==> config.mk <==
export PLATFORM = sky130hd
export DESIGN_NAME = muldiv_sched_flat
export DESIGN_NICKNAME = d
export VERILOG_FILES = /design/src/rtl/muldiv_sched_pkg.sv /design/src/rtl/muldiv_sched_if.sv /design/src/rtl/muldiv_sched_hilo_regs.sv /design/src/rtl/muldiv_sched.sv /design/src/flat_wrapper.sv
export SDC_FILE = /design/constraint.sdc
export NUM_CORES = 1
export LEC_CHECK = 0
export CAP_MARGIN = 20
export CORE_MARGIN = 8
export CORE_UTILIZATION = 27
export DETAILED_ROUTE_END_ITERATION = 6
export GPL_TIMING_DRIVEN = 0
export RECOVER_POWER = 50
export SYNTH_ARGS = -nofsm -noshare
export SYNTH_HDL_FRONTEND = slang
export SYNTH_SLANG_ARGS = --single-unit
==> constraint.sdc <==
create_clock -name clk -period 2.5 [get_ports clk]
set_input_delay 0.5 -clock clk [delete_from_list [all_inputs] [get_ports clk]]
set_output_delay 0.5 -clock clk [all_outputs]
set_load 0.01 [all_outputs]
==> src/rtl/muldiv_sched_pkg.sv <==
// Shared ALU_SEL op codes, scheduler state encoding and op-class decode helpers
// for the multiply/divide sequencer.
package muldiv_sched_pkg;

    localparam int unsigned XLEN  = 32;
    localparam int unsigned OP_W  = 6;

    typedef logic [OP_W-1:0] alu_sel_t;

    localparam alu_sel_t ALU_SEL_NOP   = 6'h00;
    localparam alu_sel_t ALU_SEL_ADD   = 6'h01;
    localparam alu_sel_t ALU_SEL_MTHI  = 6'h11;
    localparam alu_sel_t ALU_SEL_MTLO  = 6'h13;
    localparam alu_sel_t ALU_SEL_MULT  = 6'h18;
    localparam alu_sel_t ALU_SEL_MULTU = 6'h19;
    localparam alu_sel_t ALU_SEL_DIV   = 6'h1a;
    localparam alu_sel_t ALU_SEL_DIVU  = 6'h1b;
    localparam alu_sel_t ALU_SEL_MUL   = 6'h1c;

    typedef enum logic [2:0] {
        ST_IDLE  = 3'd0,
        ST_BUSY0 = 3'd1,
        ST_GAP   = 3'd2,
        ST_BUSY1 = 3'd3,
        ST_DONE  = 3'd4
    } md_state_t;

    function automatic logic is_mc(input alu_sel_t op);
        return op inside {ALU_SEL_DIV, ALU_SEL_DIVU, ALU_SEL_MULT, ALU_SEL_MULTU, ALU_SEL_MUL};
    endfunction

    function automatic logic is_div(input alu_sel_t op);
        return op inside {ALU_SEL_DIV, ALU_SEL_DIVU};
    endfunction

    function automatic logic is_signed(input alu_sel_t op);
        return op inside {ALU_SEL_DIV, ALU_SEL_MULT, ALU_SEL_MUL};
    endfunction

    // mc ops whose result lands in HI/LO (MUL goes to the slot result instead)
    function automatic logic writes_hilo(input alu_sel_t op);
        return op inside {ALU_SEL_DIV, ALU_SEL_DIVU, ALU_SEL_MULT, ALU_SEL_MULTU};
    endfunction

endpackage

==> src/rtl/muldiv_sched_if.sv <==
// Request bundle from issue plus the handshake to the shared mul/div unit.
interface muldiv_sched_if;
    import muldiv_sched_pkg::*;

    logic            req0_valid;
    logic            req1_valid;
    alu_sel_t        req0_op;
    alu_sel_t        req1_op;
    logic [XLEN-1:0] req0_a;
    logic [XLEN-1:0] req0_b;
    logic [XLEN-1:0] req1_a;
    logic [XLEN-1:0] req1_b;

    logic            md_en;
    logic            md_is_div;
    logic            md_sign;
    logic [XLEN-1:0] md_a;
    logic [XLEN-1:0] md_b;
    logic            md_ready;
    logic [XLEN-1:0] md_hi;
    logic [XLEN-1:0] md_lo;

    // scheduler side
    modport master (
        input  req0_valid, req1_valid, req0_op, req1_op,
        input  req0_a, req0_b, req1_a, req1_b,
        input  md_ready, md_hi, md_lo,
        output md_en, md_is_div, md_sign, md_a, md_b
    );

    // issue stage + arithmetic unit side
    modport slave (
        output req0_valid, req1_valid, req0_op, req1_op,
        output req0_a, req0_b, req1_a, req1_b,
        output md_ready, md_hi, md_lo,
        input  md_en, md_is_div, md_sign, md_a, md_b
    );

endinterface

==> src/rtl/muldiv_sched_hilo_regs.sv <==
// Architectural HI/LO registers with independent write enables.
module hilo_regs
    import muldiv_sched_pkg::*;
(
    input  logic            clk,
    input  logic            rst,
    input  logic            hi_we,
    input  logic            lo_we,
    input  logic [XLEN-1:0] hi_d,
    input  logic [XLEN-1:0] lo_d,
    output logic [XLEN-1:0] hi,
    output logic [XLEN-1:0] lo
);

    always_ff @(posedge clk) begin
        if (!rst) begin
            hi <= '0;
            lo <= '0;
        end else begin
            if (hi_we) hi <= hi_d;
            if (lo_we) lo <= lo_d;
        end
    end

endmodule

==> src/rtl/muldiv_sched.sv <==
// Runs up to two mul/div/HI-LO-move requests of a bundle through the single
// iterative unit in program order, stalling the bundle until all complete.
module muldiv_sched
    import muldiv_sched_pkg::*;
(
    input  logic            clk,
    input  logic            rst,
    input  logic            flush,
    muldiv_sched_if.master  bus,
    output logic            stall_req,
    output logic [XLEN-1:0] hi,
    output logic [XLEN-1:0] lo,
    output logic [XLEN-1:0] mul_res0,
    output logic [XLEN-1:0] mul_res1
);

    md_state_t state;
    md_state_t state_nxt;

    logic            mc0;
    logic            mc1;
    logic            stall;
    logic            en;
    logic            act1;
    alu_sel_t        act_op;
    logic            md_wr;
    logic            hilo_wr;
    logic            commit;
    logic            mt0_ok;
    logic            mt0_hi;
    logic            mt0_lo;
    logic            mt1_hi;
    logic            mt1_lo;
    logic            hi_we;
    logic            lo_we;
    logic [XLEN-1:0] hi_d;
    logic [XLEN-1:0] lo_d;

    assign mc0 = bus.req0_valid && is_mc(bus.req0_op);
    assign mc1 = bus.req1_valid && is_mc(bus.req1_op);

    always_ff @(posedge clk) begin
        if (!rst) state <= ST_IDLE;
        else      state <= state_nxt;
    end

    // Sequencing: slot0 first, a one-cycle GAP drops md_en so the unit restarts.
    always_comb begin
        state_nxt = state;
        stall     = 1'b0;
        en        = 1'b0;
        act1      = 1'b0;
        case (state)
            ST_IDLE: begin
                stall = mc0 || mc1;
                if (mc0)      state_nxt = ST_BUSY0;
                else if (mc1) state_nxt = ST_BUSY1;
            end
            ST_BUSY0: begin
                stall = 1'b1;
                en    = 1'b1;
                if (bus.md_ready) state_nxt = mc1 ? ST_GAP : ST_DONE;
            end
            ST_GAP: begin
                stall     = 1'b1;
                state_nxt = ST_BUSY1;
            end
            ST_BUSY1: begin
                stall = 1'b1;
                en    = 1'b1;
                act1  = 1'b1;
                if (bus.md_ready) state_nxt = ST_DONE;
            end
            ST_DONE:  state_nxt = ST_IDLE;
            default:  state_nxt = ST_IDLE;
        endcase
        if (flush) state_nxt = ST_IDLE;
    end

    assign stall_req = rst && stall;

    assign act_op        = act1 ? bus.req1_op : bus.req0_op;
    assign bus.md_en     = en;
    assign bus.md_is_div = en && is_div(act_op);
    assign bus.md_sign   = en && is_signed(act_op);
    assign bus.md_a      = en ? (act1 ? bus.req1_a : bus.req0_a) : '0;
    assign bus.md_b      = en ? (act1 ? bus.req1_b : bus.req0_b) : '0;

    // Unit result capture; md_ready outside a BUSY state is ignored via en.
    assign md_wr   = en && bus.md_ready && !flush;
    assign hilo_wr = md_wr && writes_hilo(act_op);

    // HI/LO moves commit only when the bundle advances; slot1 wins on conflict.
    assign commit = !stall_req && !flush && rst;
    assign mt0_ok = commit && bus.req0_valid && !(mc1 && writes_hilo(bus.req1_op));
    assign mt0_hi = mt0_ok && (bus.req0_op == ALU_SEL_MTHI);
    assign mt0_lo = mt0_ok && (bus.req0_op == ALU_SEL_MTLO);
    assign mt1_hi = commit && bus.req1_valid && (bus.req1_op == ALU_SEL_MTHI);
    assign mt1_lo = commit && bus.req1_valid && (bus.req1_op == ALU_SEL_MTLO);

    assign hi_we = hilo_wr || mt0_hi || mt1_hi;
    assign lo_we = hilo_wr || mt0_lo || mt1_lo;
    assign hi_d  = hilo_wr ? bus.md_hi : (mt1_hi ? bus.req1_a : bus.req0_a);
    assign lo_d  = hilo_wr ? bus.md_lo : (mt1_lo ? bus.req1_a : bus.req0_a);

    hilo_regs u_hilo_regs (
        .clk   (clk),
        .rst   (rst),
        .hi_we (hi_we),
        .lo_we (lo_we),
        .hi_d  (hi_d),
        .lo_d  (lo_d),
        .hi    (hi),
        .lo    (lo)
    );

    always_ff @(posedge clk) begin
        if (!rst) begin
            mul_res0 <= '0;
            mul_res1 <= '0;
        end else begin
            if (md_wr && !act1 && (act_op == ALU_SEL_MUL)) mul_res0 <= bus.md_lo;
            if (md_wr &&  act1 && (act_op == ALU_SEL_MUL)) mul_res1 <= bus.md_lo;
        end
    end

endmodule

==> src/flat_wrapper.sv <==
// flat-port wrapper written by rule: the top's interface ports become plain ports
module muldiv_sched_flat import muldiv_sched_pkg::*;
  (clk, rst, flush, stall_req, hi, lo, mul_res0, mul_res1, bus_req0_valid, bus_req1_valid, bus_req0_op, bus_req1_op, bus_req0_a, bus_req0_b, bus_req1_a, bus_req1_b, bus_md_ready, bus_md_hi, bus_md_lo, bus_md_en, bus_md_is_div, bus_md_sign, bus_md_a, bus_md_b);
  muldiv_sched_if bus_i ();
  input  logic clk;
  input  logic rst;
  input  logic flush;
  output logic stall_req;
  output logic [XLEN-1:0] hi;
  output logic [XLEN-1:0] lo;
  output logic [XLEN-1:0] mul_res0;
  output logic [XLEN-1:0] mul_res1;
  input wire logic [$bits(bus_i.req0_valid)-1:0] bus_req0_valid;
  input wire logic [$bits(bus_i.req1_valid)-1:0] bus_req1_valid;
  input wire logic [$bits(bus_i.req0_op)-1:0] bus_req0_op;
  input wire logic [$bits(bus_i.req1_op)-1:0] bus_req1_op;
  input wire logic [$bits(bus_i.req0_a)-1:0] bus_req0_a;
  input wire logic [$bits(bus_i.req0_b)-1:0] bus_req0_b;
  input wire logic [$bits(bus_i.req1_a)-1:0] bus_req1_a;
  input wire logic [$bits(bus_i.req1_b)-1:0] bus_req1_b;
  input wire logic [$bits(bus_i.md_ready)-1:0] bus_md_ready;
  input wire logic [$bits(bus_i.md_hi)-1:0] bus_md_hi;
  input wire logic [$bits(bus_i.md_lo)-1:0] bus_md_lo;
  output wire logic [$bits(bus_i.md_en)-1:0] bus_md_en;
  output wire logic [$bits(bus_i.md_is_div)-1:0] bus_md_is_div;
  output wire logic [$bits(bus_i.md_sign)-1:0] bus_md_sign;
  output wire logic [$bits(bus_i.md_a)-1:0] bus_md_a;
  output wire logic [$bits(bus_i.md_b)-1:0] bus_md_b;
  assign bus_i.req0_valid = bus_req0_valid;
  assign bus_i.req1_valid = bus_req1_valid;
  assign bus_i.req0_op = bus_req0_op;
  assign bus_i.req1_op = bus_req1_op;
  assign bus_i.req0_a = bus_req0_a;
  assign bus_i.req0_b = bus_req0_b;
  assign bus_i.req1_a = bus_req1_a;
  assign bus_i.req1_b = bus_req1_b;
  assign bus_i.md_ready = bus_md_ready;
  assign bus_i.md_hi = bus_md_hi;
  assign bus_i.md_lo = bus_md_lo;
  assign bus_md_en = bus_i.md_en;
  assign bus_md_is_div = bus_i.md_is_div;
  assign bus_md_sign = bus_i.md_sign;
  assign bus_md_a = bus_i.md_a;
  assign bus_md_b = bus_i.md_b;
  muldiv_sched u_core (.clk(clk), .rst(rst), .flush(flush), .bus(bus_i), .stall_req(stall_req), .hi(hi), .lo(lo), .mul_res0(mul_res0), .mul_res1(mul_res1));
endmodule
==> flow_summary.rst, run 1 <==
.. list-table::
   :header-rows: 1

   * - Metric
     - Value
   * - Result of the run
     - finished, final reports clean
   * - Overflow after GRT
     - 0
   * - Type of element launching the critical path
     - primary input
   * - Commonest cells after routing, fill and taps aside
     - clkdlybuf4s50_1, nor2_1, dlygate4sd3_1, dfxtp_1, mux2i_1
   * - Standard cell area after detailed placement
     - 12,600 µm²
   * - Synthesis-to-finish area growth
     - 67.1%
   * - First-pass GRT wire length
     - 54,000 µm
   * - Post-Route Setup TNS
     - 0 ns
   * - Count of different cell masters after synthesis
     - 56
   * - Setup clock skew after layout
     - 0.0112 ns
   * - Fraction of the mapped netlist area in compound gates
     - 23.8%
   * - Clock transition at the registers of the reported paths
     - 0.06 ns
   * - Root buffer selected by CTS
     - clkbuf_16
   * - Count of max-cap constraint violations
     - 0
   * - Worst Setup End Kind
     - flip-flop
   * - Transition time of the tightest slew-check pin
     - 0.534 ns
   * - Iteration count of the initial detailed-routing pass
     - 4
   * - Achievable clock frequency
     - 0.407 GHz
   * - DRT iter0 DRCs
     - 264
   * - Final count of pins violating max slew
     - 0
   * - CTS Hold Buffers Added
     - 0
   * - Switching Fraction
     - 27.7%
   * - Count of input and output buffers
     - 404
   * - WL per Instance
     - 21.5 µm
   * - Number of routed nets with antenna violations
     - 0
   * - Final setup violation count
     - 0
   * - Critical setup path kind
     - primary input to flip-flop
   * - Time the worst path needs with I/O delays and setup
     - 2.46 ns
   * - Routability congestion estimate
     - 0.831
   * - Share of post-route cells with drive strength above 1
     - 16.3%
   * - Share of the synthesized area in the top cell type
     - 32.6%
   * - P per Cell Area
     - 410 nW/µm²
   * - Sum of buffers and inverters on the critical path
     - 3
   * - Number of enable-type register cells in the synthesized netlist
     - 0
   * - Max VDD drop
     - 283 µV
   * - Cell area after technology mapping
     - 8050 µm²
   * - Final HPWL DP
     - 29,600 µm
   * - Total leakage power
     - 5.58 nW
   * - Post-DR vias/cell
     - 4.69
   * - Top cells by area, synth
     - dfxtp_1, mux2i_1, o32ai_2
   * - CP required
     - 2.82 ns
   * - Area of the placeable core
     - 29,500 µm²
   * - Combinational group share of total power
     - 14.2%
   * - Finished layout cell area
     - 13,500 µm²
   * - Number of global-route vias before repair
     - 8,384
   * - Final period util
     - 98.3%
   * - Total of warnings raised by yosys
     - 0
   * - CTS tree
     - yes
   * - Dominant combinational cell family by area after synthesis
     - compound AO/OA/AOI/OAI gates
   * - Gate count of the mapped netlist
     - 858
   * - Number of buffers on the longest clock path
     - 2
   * - Maximum cell stage delay along the critical path
     - 0.52 ns
   * - Switching power
     - 0.00153 W
   * - Unrepaired setup endpoints after global routing
     - yes
   * - Tot GR Track Use
     - 19.6%
   * - Antenna cells
     - 0
   * - Simple-gate area share of the yosys netlist
     - 18.9%
   * - Total Wirelength
     - 36,300 µm
   * - Data arrival time of the critical path
     - 2.78 ns
   * - Xor-xnor portion of the synthesized cell area
     - 0%
   * - Net count after synthesis
     - 1,068
   * - Adder-Cell Fraction of Synth Area
     - 0%
   * - Die area
     - 35,600 µm²
   * - Critical-path cell list
     - clkdlybuf4s50_1 > nor4bb_2 > mux2i_1 > nor2_2 > buf_4 > buf_2 > a211oi_1 > o32ai_1
   * - Count of placed standard cells in the final layout, fillers left out
     - 1,691
   * - Largest delay share family, worst path
     - buffers and inverters
   * - Die X
     - 189 µm
   * - Count of state elements after synthesis
     - 131
   * - FP Rows
     - 63
   * - Post-synthesis sequential area ratio
     - 32.6%
   * - Height of the die
     - 189 µm
   * - Depth of the CTS H-tree
     - 4
   * - Post-synth ARST share
     - 0%
   * - Final hold violations
     - 0
   * - P_int
     - 0.00399 W
   * - Fin nets
     - 1,498
   * - Clock sink total
     - 131
   * - Worst slew margin relative to its limit
     - 64.4%
   * - Antenna violations before repair
     - 0
   * - DRC violations left
     - 0
   * - Count of pins on the block boundary
     - 406
   * - Leading cell type in the layout, fill and taps excluded
     - clkdlybuf4s50_1
   * - Most frequently used flop master after synthesis
     - dfxtp_1
   * - Count of vias placed by the detailed router
     - 7,934
   * - Max Fanout on Critical Path
     - 10
   * - Clock share of power
     - 47.9%
   * - Highest-delay cell along the critical path
     - clkdlybuf4s50_1
   * - Number of cells in the design after placement
     - 1,652
   * - Clock network latency to the later pin of the worst-skew pair
     - 0.42 ns
   * - Pin count of the biggest net entering global routing
     - 17
   * - Clock buffer count from CTS
     - 17
   * - Syn Area/Cell
     - 9.38 µm²
   * - Reg power frac
     - 37.9%
   * - Multiplexer fraction of the synthesized cell area
     - 16.2%
   * - Initial Util
     - 27.3%
   * - Worst min-delay path class
     - flip-flop to flip-flop
   * - Most area-hungry cell type in the Yosys netlist
     - dfxtp_1
## path summary, 6_finish.rpt
check                            start                        end  slack [ns]  cells past startpoint
min          u_core.u_hilo_regs.lo[31]  u_core.u_hilo_regs.lo[31]        0.46                      2
max                     bus_req1_op[4]   u_core.u_hilo_regs.lo[0]        0.04                      8
min reg2reg  u_core.u_hilo_regs.lo[31]  u_core.u_hilo_regs.lo[31]        0.46                      2
max reg2reg            u_core.state[1]         u_core.mul_res0[7]        0.22                      8
## layer usage
layer  vias to the layer above  wire (µm)  track usage [%]
li1                       3931          -                -
met1                      3715      16000             24.1
met2                       253      17400             33.4
met3                        35       2100             4.82
met4                         0        794             5.53
met5                         -          0                0
## kinds of logic (layout without fill, tap and decap cells)
family / after synthesis / after routing
buffers and inverters: 143 / 586
AND/OR/NAND/NOR: 273 / 273
multiplexers: 130 / 130
AO/OA/AOI/OAI: 181 / 181
flip-flops: 131 / 131
## repair_timing
action,CTS,global route
resized for setup,138,48
buffers inserted,6,2
endpoints found under the setup margin,128,72
pin swaps,2,3
## cell usage after synthesis (2+ instances only)
library cell / instances
o21ai_0: 3
nor2_1: 135
nand2_1: 2
nor3_1: 2
mux2i_1: 130
buf_2: 19
a211oi_1: 67
clkbuf_1: 31
inv_1: 65
buf_6: 10
dlymetal6s2s_1: 3
o31ai_2: 2
o32ai_1: 4
dfxtp_1: 131
a21boi_0: 32
nor4b_2: 2
nor2b_1: 66
o32ai_4: 2
a21oi_1: 3
and3_1: 2
a31oi_1: 2
or3_1: 3
nor3b_1: 34
buf_1: 5
nand3b_1: 4
buf_4: 8
nand2b_1: 5
o32ai_2: 58
## worst reg2reg max path: cells and delay by family (launching register included)
| kind | cells | cell delay, ns |
|---|---|---|
| AOI/OAI and AO/OA | 1 | 0.32 |
| buffers and inverters | 3 | 0.71 |
| DFF | 1 | 0.32 |
| muxes | 1 | 0.23 |
| and+or+nand+nor | 3 | 0.60 |
## per-stage QoR
step,hold WS (ns),util [%],total power [W],setup slack [ns]
after detailed placement,0.453,42.7,0.00291,-0.893
after CTS,0.463,45.3,0.00557,0.00306
after floorplan,0.476,-,0.00239,0.418
after global routing,0.478,45.6,0.00571,-0.0537
after global placement,0.441,42.7,0.00290,-0.887
final,0.459,45.6,0.00551,0.0426
## final cells by class
cell class	instances	area, µm²
inverters	66	248
clock inverters	15	183
multi-input cells	584	4920
plain buffers	76	529
flip-flops and latches	131	2620
well taps	390	488
fillers	2925	16000
clock buffers	17	425
repair buffers	412	4040
## registers in the layout, summed over array words and instances, names as in the netlist
signal / cells
u_core.mul_res0: 32
u_core.mul_res1: 32
u_core.u_hilo_regs.hi: 32
u_core.u_hilo_regs.lo: 32
u_core.state: 3
## power groups by stage
stage / Clock (W) / Sequential [W] / Combinational [W]
6_report: 0.00264 / 0.00209 / 0.000780
5_1_grt: 0.00279 / 0.00209 / 0.000832
4_1_cts: 0.00270 / 0.00209 / 0.000778
3_5_place_dp: 0 / 0.00214 / 0.000768
3_3_place_gp: 0 / 0.00214 / 0.000766
2_1_floorplan: 0 / 0.00214 / 0.000250
Note: power is estimated with default switching activity, not from simulation.
==> run 2, diff against run 1 <==
- CORE_UTILIZATION: 27 -> 41
- PLACE_DENSITY: default -> 0.82
==> run 2 against run 1 <==
Net effect: the run now ends with setup timing left; fmax is 1.9% lower; via count rose by 1.9%; worst setup slack worse by 0.047 ns; worst hold slack got worse by 0.0055 ns; clock power is 6% lower; die area is 32% lower; core utilization is 23 points higher; critical path depth shrank 2; sequential share of layout area is 0.33 points higher; largest cell class unchanged; largest power group unchanged.
==> flow_summary.rst, run 2 (same netlist as run 1, synthesis figures left out) <==
.. list-table::
   :header-rows: 1

   * - Metric
     - Value
   * - Type of element launching the critical path
     - primary input
   * - Pin count of the biggest net entering global routing
     - 17 (unchanged)
   * - Unrepaired setup endpoints after global routing
     - yes
   * - Fillers
     - 1,627 (-44%)
   * - First-pass GRT wire length
     - 49,000 µm (-9.2%)
   * - Worst slew margin relative to its limit
     - 44.0% (-20 points)
   * - Number of global-route vias before repair
     - 8,209 (-2.1%)
   * - Multi-input combinational cell area
     - 4820 µm² (-1.9%)
   * - Post-route setup slack
     - -0.00403 ns (-0.0466 ns)
   * - Critical-path cell list
     - clkdlybuf4s50_1 > nor2b_1 > nand4_1 > a21o_1 > inv_1 > dlygate4sd2_1
   * - Data arrival time of the critical path
     - 2.00 ns (-0.78 ns)
   * - DRC violations left
     - 0 (unchanged)
   * - Tot GR Track Use
     - 26.1% (+6.5 points)
   * - Maximum cell stage delay along the critical path
     - 0.52 ns (about the same)
   * - Die X
     - 156 µm (-17%)
   * - Fin nets
     - 1,496 (-0.13%)
   * - Initial Util
     - 41.5% (+14 points)
   * - P per Cell Area
     - 403 nW/µm² (-1.7%)
   * - Commonest cells after routing, fill and taps aside
     - clkdlybuf4s50_1, nor2_1, dlygate4sd3_1, dfxtp_1, mux2i_1
   * - Count of pins on the block boundary
     - 406 (unchanged)
   * - Iteration count of the initial detailed-routing pass
     - 5 (+1)
   * - R2R Setup Slk
     - 0.10 ns (-0.12 ns)
   * - Setup clock skew after layout
     - 0.00804 ns (-0.00315 ns)
   * - Time the worst path needs with I/O delays and setup
     - 2.50 ns (+0.0466 ns)
   * - Worst Setup End Kind
     - output port
   * - Area of the placeable core
     - 19,400 µm² (-34%)
   * - Post-Route Setup TNS
     - -0.00403 ns (-0.00403 ns)
   * - Total leakage power
     - 5.72 nW (+2.5%)
   * - Antenna cells
     - 0 (unchanged)
   * - Worst min-delay path class
     - flip-flop to flip-flop
   * - Clock buffer count from CTS
     - 17 (unchanged)
   * - Count of vias placed by the detailed router
     - 8,088 (+1.9%)
   * - Root buffer selected by CTS
     - clkbuf_16
   * - FP Rows
     - 51 (-19%)
   * - Clock transition at the registers of the reported paths
     - 0.06 ns (about the same)
   * - Clock network latency to the later pin of the worst-skew pair
     - 0.42 ns (about the same)
   * - Number of buffers on the longest clock path
     - 2 (unchanged)
   * - Critical setup path kind
     - primary input to output port
   * - Final period util
     - 100% (+1.9 points)
   * - Synthesis-to-finish area growth
     - 64.4%
   * - Clock sink total
     - 131 (unchanged)
   * - Final hold violations
     - 0 (unchanged)
   * - Total Wirelength
     - 33,400 µm (-8.1%)
   * - Height of the die
     - 156 µm (-17%)
   * - Transition time of the tightest slew-check pin
     - 0.839 ns (+0.305 ns)
   * - WL per Instance
     - 21.3 µm (-0.66%)
   * - Count of max-cap constraint violations
     - 0 (unchanged)
   * - Leading cell type in the layout, fill and taps excluded
     - clkdlybuf4s50_1
   * - Number of cells in the design after placement
     - 1,527 (-7.6%)
   * - Depth of the CTS H-tree
     - 4 (unchanged)
   * - Total area of sequential cells
     - 2620 µm² (unchanged)
   * - Final setup violation count
     - 1 (+1)
   * - Share of post-route cells with drive strength above 1
     - 14.5% (-1.7 points)
   * - Post-placement worst setup slack
     - -0.844 ns (+0.0491 ns)
   * - CTS tree
     - yes
   * - Count of input and output buffers
     - 404 (unchanged)
   * - Final count of pins violating max slew
     - 0 (unchanged)
   * - Failing checks
     - setup timing
   * - Routability congestion estimate
     - 0.905 (+8.9%)
   * - Achievable clock frequency
     - 0.399 GHz (-1.9%)
   * - Highest-delay cell along the critical path
     - clkdlybuf4s50_1
   * - Overflow after GRT
     - 0 (unchanged)
   * - DRT iter0 DRCs
     - 360 (+36%)
   * - Max VDD drop
     - 439 µV (+55%)
   * - Antenna violations before repair
     - 0 (unchanged)
   * - Number of routed nets with antenna violations
     - 0 (unchanged)
   * - Final HPWL DP
     - 26,800 µm (-9.6%)
   * - Count of placed standard cells in the final layout, fillers left out
     - 1,564 (-7.5%)
   * - Util after Layout
     - 68.2% (+23 points)
   * - Result of the run
     - finished with violations
   * - Max Fanout on Critical Path
     - 5 (-5)
   * - CP required
     - 2.00 ns (-0.82 ns)
   * - Die area
     - 24,400 µm² (-32%)
   * - Post-DR vias/cell
     - 5.17 (+10%)
-- run 2: changes by cell type in the layout (fill, tap and decap cells not counted), moves of 5 or more --
| cell | before | now |
|---|---|---|
| a211oi_1 | 48 | 57 |
| dlymetal6s2s_1 | 4 | 20 |
| dlygate4sd2_1 | 66 | 51 |
| a211oi_2 | 19 | 10 |
| clkbuf_1 | 12 | 17 |
| clkbuf_2 | 18 | 13 |
-- run 2: report_power, final --
group / internal [W] / switching, W / total, W
Clock: 0.00134 / 0.00113 / 0.00247
Combinational: 0.000452 / 0.000312 / 0.000764
Sequential: 0.00209 / 0.00000168 / 0.00209
-- run 2: repair_timing --
action,in CTS,in global routing
gates cloned,0,0
buffers inserted,3,2
gates resized for setup,108,41
hold buffers,0,0
endpoints found under the hold margin,0,0
pin swaps,1,2
setup endpoints to repair,97,78
-- run 2: layout make-up --
| class | instances | share of cell area, % |
|---|---|---|
| clock inverters | 15 | 1.27 |
| flip-flops and latches | 131 | 19.8 |
| multi-input cells | 584 | 36.5 |
| plain buffers | 77 | 4.21 |
| clock buffers | 17 | 3.21 |
| repair buffers | 409 | 30.7 |
| inverters | 66 | 1.87 |
| well taps | 265 | 2.51 |
-- run 2: layer usage --
layer	track usage [%]	up-vias	wire length (µm)
met2	43.9	345	16000
met3	7.95	59	2840
li1	-	3927	-
met4	10.8	0	1120
met1	30.3	3757	13500
met5	0	-	0
-- run 2: path summary, 6_finish.rpt --
check | startpoint | end | cells past startpoint
worst max-delay path | bus_req1_op[4] | stall_req | 6
worst min-delay path | u_core.u_hilo_regs.hi[22] | u_core.u_hilo_regs.hi[22] | 2
worst max register to register | u_core.state[0] | u_core.mul_res1[24] | 7
worst min register to register | u_core.u_hilo_regs.hi[22] | u_core.u_hilo_regs.hi[22] | 2
-- run 2: critical path: cells and delay by family --
family,cells,cell delay (ns)
AO/OA/AOI/OAI,1,0.24
buffers and inverters,3,0.85
AND/OR/NAND/NOR,2,0.41
-- run 2: per-stage QoR --
stage	instance area, µm²	hold WS [ns]	power (W)
final	13200	0.453	0.00533
after detailed placement	12400	0.452	0.00289
after global placement	12400	0.441	0.00289
after global routing	13200	0.472	0.00551
after CTS	13100	0.462	0.00537
after floorplan	8050	0.476	0.00239
==> run 3, diff against run 2 <==
- CTS_CLUSTER_DIAMETER: default -> 80
==> results of run 3 <==
Same layout as run 2: the final DEF is identical, and so are final timing and power.
